--- config.mk ---
export PLATFORM = sky130hd
export DESIGN_NAME = down_counter_timer
export DESIGN_NICKNAME = d
export VERILOG_FILES = /design/src/rtl/down_counter_timer.sv
export SDC_FILE = /design/constraint.sdc
export NUM_CORES = 1
export LEC_CHECK = 0
export CAP_MARGIN = 25
export CELL_PAD_IN_SITES_DETAIL_PLACEMENT = 0
export CELL_PAD_IN_SITES_GLOBAL_PLACEMENT = 1
export CORE_MARGIN = 2
export CORE_UTILIZATION = 28
export CTS_BUF_LIST = sky130_fd_sc_hd__clkbuf_8
export DETAILED_ROUTE_END_ITERATION = 16
export PLACE_DENSITY_LB_ADDON = 0.08
export SLEW_MARGIN = 40
export SYNTH_ARGS = -nofsm -noshare
export SYNTH_HDL_FRONTEND = slang
export SYNTH_SLANG_ARGS = --single-unit
--- constraint.sdc ---
create_clock -name clk -period 3.79 [get_ports clk]
set_clock_uncertainty 0.2 [all_clocks]
set_input_delay 0.5685 -clock clk [delete_from_list [all_inputs] [get_ports clk]]
set_output_delay 0.5685 -clock clk [all_outputs]
set_load 0.03 [all_outputs]
--- src/rtl/down_counter_timer.sv ---
// down_counter_timer: loadable, prescaled down counter with pause, abort, auto-reload
// and a held completion flag.
module down_counter_timer #(
  parameter int WIDTH    = 4,
  parameter int PRESCALE = 1
) (
  input  logic             clk,
  input  logic             rst,
  input  logic             load_valid,
  input  logic [WIDTH-1:0] load_value,
  output logic             load_ready,
  input  logic             start,
  input  logic             pause,
  input  logic             abort,
  input  logic             auto_reload,
  output logic [WIDTH-1:0] count,
  output logic             busy,
  output logic             tc,
  output logic             done_valid,
  input  logic             done_ack
);
  localparam int PW = PRESCALE > 1 ? $clog2(PRESCALE) : 1;
  localparam logic [PW-1:0] PRE_MAX = PW'(PRESCALE - 1);
  typedef enum logic [2:0] {IDLE, LOADED, RUN, PAUSED, DONE} state_t;
  state_t state_q, state_d;
  logic [WIDTH-1:0] count_q, count_d, reload_q, reload_d;
  logic [PW-1:0] pre_q, pre_d;
  logic tc_q, tc_d, done_q, done_d;
  logic tick, last;
  assign tick = pre_q == PRE_MAX;
  assign last = count_q <= WIDTH'(1);
  // Leaving PAUSED with pause low behaves like a RUN cycle, so the held prescaler
  // advances on that same edge.
  always_comb begin
    state_d  = state_q;
    count_d  = count_q;
    reload_d = reload_q;
    pre_d    = pre_q;
    tc_d     = 1'b0;
    done_d   = done_q;
    case (state_q)
      IDLE, LOADED:
        if (load_valid) begin
          count_d  = load_value;
          reload_d = load_value;
          state_d  = LOADED;
        end else if (state_q == LOADED && start) begin
          state_d = RUN;
          pre_d   = '0;
        end
      RUN, PAUSED:
        if (abort) begin
          count_d = '0;
          state_d = IDLE;
        end else if (pause) begin
          state_d = PAUSED;
        end else begin
          state_d = RUN;
          pre_d   = tick ? '0 : pre_q + PW'(1);
          if (tick && !last) count_d = count_q - WIDTH'(1);
          if (tick && last) begin
            tc_d    = 1'b1;
            count_d = auto_reload ? reload_q : '0;
            state_d = auto_reload ? RUN : DONE;
            done_d  = !auto_reload;
          end
        end
      DONE:
        if (done_ack) begin
          state_d = IDLE;
          done_d  = 1'b0;
        end
      default: state_d = IDLE;
    endcase
  end
  always_ff @(posedge clk or negedge rst) begin
    if (!rst) begin
      state_q  <= IDLE;
      count_q  <= '0;
      reload_q <= '0;
      pre_q    <= '0;
      tc_q     <= 1'b0;
      done_q   <= 1'b0;
    end else begin
      state_q  <= state_d;
      count_q  <= count_d;
      reload_q <= reload_d;
      pre_q    <= pre_d;
      tc_q     <= tc_d;
      done_q   <= done_d;
    end
  end
  assign count      = count_q;
  assign busy       = state_q == RUN || state_q == PAUSED;
  assign load_ready = state_q == IDLE || state_q == LOADED;
  assign tc         = tc_q;
  assign done_valid = done_q;
endmodule

# Word level (Yosys, flattened, before mapping)

Cells that the tools add are included.

Register bits: 14
Bits of input ports: 12

$add $sub $neg: 2
Order comparisons: 1
Eq/ne operators: 14
Muxes and demuxes: 30
Bitwise operators: 1
Reduce and logical (&&, ||, !) cells: 17

Operator list:

| cell                                                                   | count |
|---|---|
| 4-bit two-way mux                                                      | 6 |
| 3-bit two-way mux                                                      | 7 |
| 2-bit inequality test (second input constant)                          | 7 |
| 1-bit two-way mux                                                      | 13 |
| 5-bit AND reduction                                                    | 2 |
| 3-bit case mux with 3 select lines                                     | 1 |
| 4-bit case mux with 2 select lines                                     | 1 |
| 3-bit by 2-bit equality test with 1-bit output (second input constant) | 2 |
| 3-bit inequality test (second input constant)                          | 2 |
| 4-bit by 1-bit <= comparator with 1-bit output (second input constant) | 1 |
| 4-bit inequality test (second input constant)                          | 1 |
| 1-bit case mux with 2 select lines                                     | 2 |
| 2-bit AND reduction                                                    | 2 |
| 4-bit AND reduction                                                    | 1 |
| 2-bit nonzero test                                                     | 2 |
| 2-bit OR reduction                                                     | 2 |
| 4-bit by 1-bit subtractor with 4-bit output (second input constant)    | 1 |
| 3-bit by 1-bit equality test with 1-bit output (second input constant) | 1 |
| 3-bit equality test (second input constant)                            | 1 |
| 1-bit logical AND                                                      | 3 |
| 3-bit logical NOT                                                      | 1 |
| 1-bit logical NOT                                                      | 2 |
| 1-bit logical OR                                                       | 2 |
| 1-bit adder (second input constant)                                    | 1 |
| 1-bit inverter                                                         | 1 |

# Longest topological paths before layout

Word-level depth: 8
Mapped depth: 6
Gate-level depth less buffers: 6

# Worst setup path before layout

OpenSTA, ideal clock, no wires.

Path type: reg-to-reg
From: reg count_q[0], in the netlist count[0]
To: reg done_q, in the netlist done_valid
Library setup time: 0.074 ns
Arrival time: 1.669 ns
Required time: 3.516 ns
Path slack: 1.847 ns
Cell stages (with the launch flop): 7
Path buffers: 0
Clock period less this slack: 1.943 ns
Cells stage by stage: dfrtp_1 inv_1 ha_1 nor2_1 or3_4 or4_4 o21ai_2

Longest elaborated chain between the ends: 4

RTL lines:

| element                                        | line | text |
|---|---|---|
| start, declared                                | 26   | `logic [WIDTH-1:0] count_q, count_d, reload_q, reload_d;` |
| start signal, assigned                         | 86   | `count_q <= count_d;` |
| 4-bit by 1-bit <= comparator with 1-bit output | 31   | `assign last = count_q <= WIDTH'(1);` |
| 1-bit logical AND                              | 61   | `if (tick && last) begin` |
| 2-bit inequality test (no source line)         | --   |  |
| 5-bit AND reduction (no source line)           | --   |  |
| end signal, assigned                           | 90   | `done_q <= done_d;` |
| end, declared                                  | 28   | `logic tc_q, tc_d, done_q, done_d;` |

Every way passes these cells.
A chain may end at the register's enable or synchronous reset.

# Worst setup path in the final report

From: reg state_q[1]
To: out load_ready

Longest elaborated chain between the ends: 2

RTL lines:

| element                                                                                    | line | text |
|---|---|---|
| start, declared                                                                            | 25   | `state_t state_q, state_d;` |
| start signal, assigned                                                                     | 85   | `state_q <= state_d;` |
| 3-bit by 1-bit equality test with 1-bit output / 3-bit logical NOT (equally long branches) | 95   | `assign load_ready = state_q == IDLE \|\| state_q == LOADED;` |
| 1-bit logical OR *                                                                         | 95   |  |
| end, declared                                                                              | 11   | `output logic load_ready,` |

Mark *: on every way between the ends. The rest lies on a longest branch, timed or not.

==> results by group <==
Synth
  – YS warnings: 0
  – Seq/Total Area, Yosys: 45.4%
  – Avg Synthesized Cell Area: 10.2 um^2
  – Cell variety after synth: 29
  – Mapped Cells: 70
  – Synth top area share: 45.4%
  – Cell taking the most area after synthesis: dfrtp_1
  – Post-synth EDFFs: 0
  – Synth async-reset ratio: 100%
  – Flops & latches, synth: 13
  – Commonest register cell after synthesis: dfrtp_1
  – Largest cells by area after synthesis: dfrtp_1 (45%), mux2i_1 (4.2%), a22o_1 (3.7%)
  – Post-synthesis net count: 84
  – Synthesized area: 717 um^2

Power and ir drop
  – P_leak: 0.000447 uW
  – PD cells: 545 nW/um^2
  – Peak supply drop: 0.278 mV

CTS
  – CTS max path bufs: 2
  – Clock Pin Slew Worst Setup and Hold Paths: 0.06 ns
  – Cts repair resizes: 0
  – Num CTS Buffers: 3
  – CTS root buf: clkbuf_8
  – Post-CTS setup buffers: 0
  – CTS H-tree depth: 1
  – TritonCTS clock tree: yes
  – Num Clock Sinks: 13
  – Hold_buf cts: 0
  – Later-pin clock latency in the skew report: 0.24 ns

Placement
  – Final GP Congestion: 0.771
  – Port-buffer cells: 19
  – HPWL Detailed: 1.17 mm
  – Post-Place Cell Area: 940 um^2

Route
  – Via density: 4.73
  – Top sig layer: met4
  – TritonRoute pass-1 iters: 4
  – Metal1 wirelength: 773 um
  – Routed Antenna Nets: 0
  – Detail Route met3 WL: 81 um
  – WL/cell: 12.9 um
  – Total Routed Length: 1.57 mm
  – DR iter-0 viols: 2
  – Met2 WL: 688 um
  – DR vias: 577
  – Drt drc: 0

Critical path
  – Worst-path cell chain: nor2_1 -> clkdlybuf4s50_1
  – CP required: 3.02 ns
  – Worst Reg-to-Reg Cells: 6
  – Worst path max stage delay: 0.71 ns
  – WP data arrival: 1.56 ns
  – CP Class: reg2out
  – Crit path capture type: output port
  – Crit path launch type: register
  – Slowest stage cell on the critical path: clkdlybuf4s50_1
  – Worst-path fanout max: 5

Min path
  – Hold path depth: 1
  – Worst hold path class: reg2reg

Global routing
  – First-pass GRT wire length: 2.48 mm
  – Largest net degree at the start of global routing: 14
  – Initial antenna violation count: 0
  – Vias in the first global route: 529
  – Total GRT Usage: 12.3%
  – GRT overflow: 0

Timing
  – Rel. slew slack: 60.4%
  – Slew Viols, Final: 0
  – Final hold viol count: 0
  – Minimum clock period after layout: 2.33 ns
  – Final setup vio count: 0
  – Peak Freq: 429 MHz
  – Hold_ws: 0.284 ns
  – TNS Setup: 0 ns
  – Ratio of final minimum period to clock period: 61.6%
  – RSZ-0062 raised after global routing: false
  – Tightest Pin Transition: 0.592 ns

Cells and area
  – Share of cells above drive strength 1: 10.9%
  – Ant. Diodes: 0
  – P&R area growth vs syn: 37.3%
  – # nets final: 107
  – Fillers: 251
  – Reg area: 325 um^2
  – Post-Route Utilization: 40.1%
  – Footprint of the multi-input gates: 364 um^2
  – Cell area after layout: 985 um^2

Run
  – Max-cap violation count: 0

Floorplanning
  – Row count: 18
  – Initial Utilization: 29.2%
  – Chip width: 54.6 um
  – Core box area: 2450 um^2
  – Die Height: 54.6 um
  – Die area: 2980 um^2
  – # IOs: 20

Status
  – Status: complete, no violations
## sequential cells by signal (all words and copies together) (netlist names)
signal,cells
tc,1
reload_q,4
count,4
state_q,3
done_valid,1
## layout by cell type, fill, tap and decap left out, types with 2 or more instances in the layout
cell type	instances
nor2_1	5
clkbuf_8	3
o21ai_0	3
a21o_1	3
dfrtp_1	13
ha_1	2
mux2_2	2
nor3_1	3
mux2i_1	3
and2_1	2
nand2_1	5
nand2b_1	2
mux2_1	2
o21ai_2	2
clkdlybuf4s50_1	19
inv_1	7
a22o_1	3
## final cells by class
class                           count  share of cell area, %
Multi-Input combinational cell     50                   37.0
Sequential cell                    13                   33.0
Timing Repair Buffer               19                   19.3
Clock buffer                        3                   4.19
Tap cell                           30                   3.81
Inverter                            6                   2.29
Clock inverter                      1                  0.381
## cell families (layout without fill, tap and decap cells)
logic type               count (synthesis)  count (layout)  synth area share [%]
AO/OA/AOI/OAI                           17              17                  18.2
XOR/XNOR                                 1               1                  1.22
adder cells (fa/ha/maj)                  2               2                  3.49
buffers and inverters                    7              29                  3.84
flip-flops                              13              13                  45.4
multiplexers                             7               7                  10.5
AND/OR/NAND/NOR                         23              23                  17.5
## layer usage
layer,global-route usage (%),up-vias
met3,2.46,2
li1,-,292
met1,15.6,268
met5,0,-
met4,7.50,0
met2,19.2,15
## worst paths after layout
path / endpoint / slack (ns) / startpoint
max in group asynchronous: reload_q[0] / 2.50 / rst
hold / removal: reload_q[1] / 0.28 / reload_q[1]
hold reg to reg: reload_q[1] / 0.28 / reload_q[1]
setup / recovery: load_ready / 1.46 / state_q[1]
min in group asynchronous: count[0] / 0.50 / rst
setup reg to reg: count[3] / 1.86 / count[0]
## synth_stat cells, drive strengths merged, types with 2 or more instances
cell type and instances:
o21ai 5, dfrtp 13, mux2 4, and2 2, a22o 3, nand2b 2
nor3 3, nor2 5, mux2i 3, inv 6, a21o 3, nand2 5
ha 2
## critical path: cells and delay by family, from the launching register on
family,cells,cell delay (ns)
buffers and inverters,1,0.71
flip-flops,1,0.41
AND/OR/NAND/NOR,1,0.20
## power by group
group	leakage [uW]	total (uW)	switching, uW	internal [uW]
clock	0.0000269	121	49.5	71.5
sequential	0.000161	196	27.6	168
combinational	0.000259	220	112	108
total	0.000447	537	189	348
## stage by stage
stage               total power [uW]  setup WS, ns  std cells
finish                           537          1.46        122
global route                     575          1.41        122
CTS                              544          1.45        122
detailed placement               422          1.53        118
global placement                 421          1.53        118
floorplan                        340          1.85         70
Power figures use the tool's default switching activity.
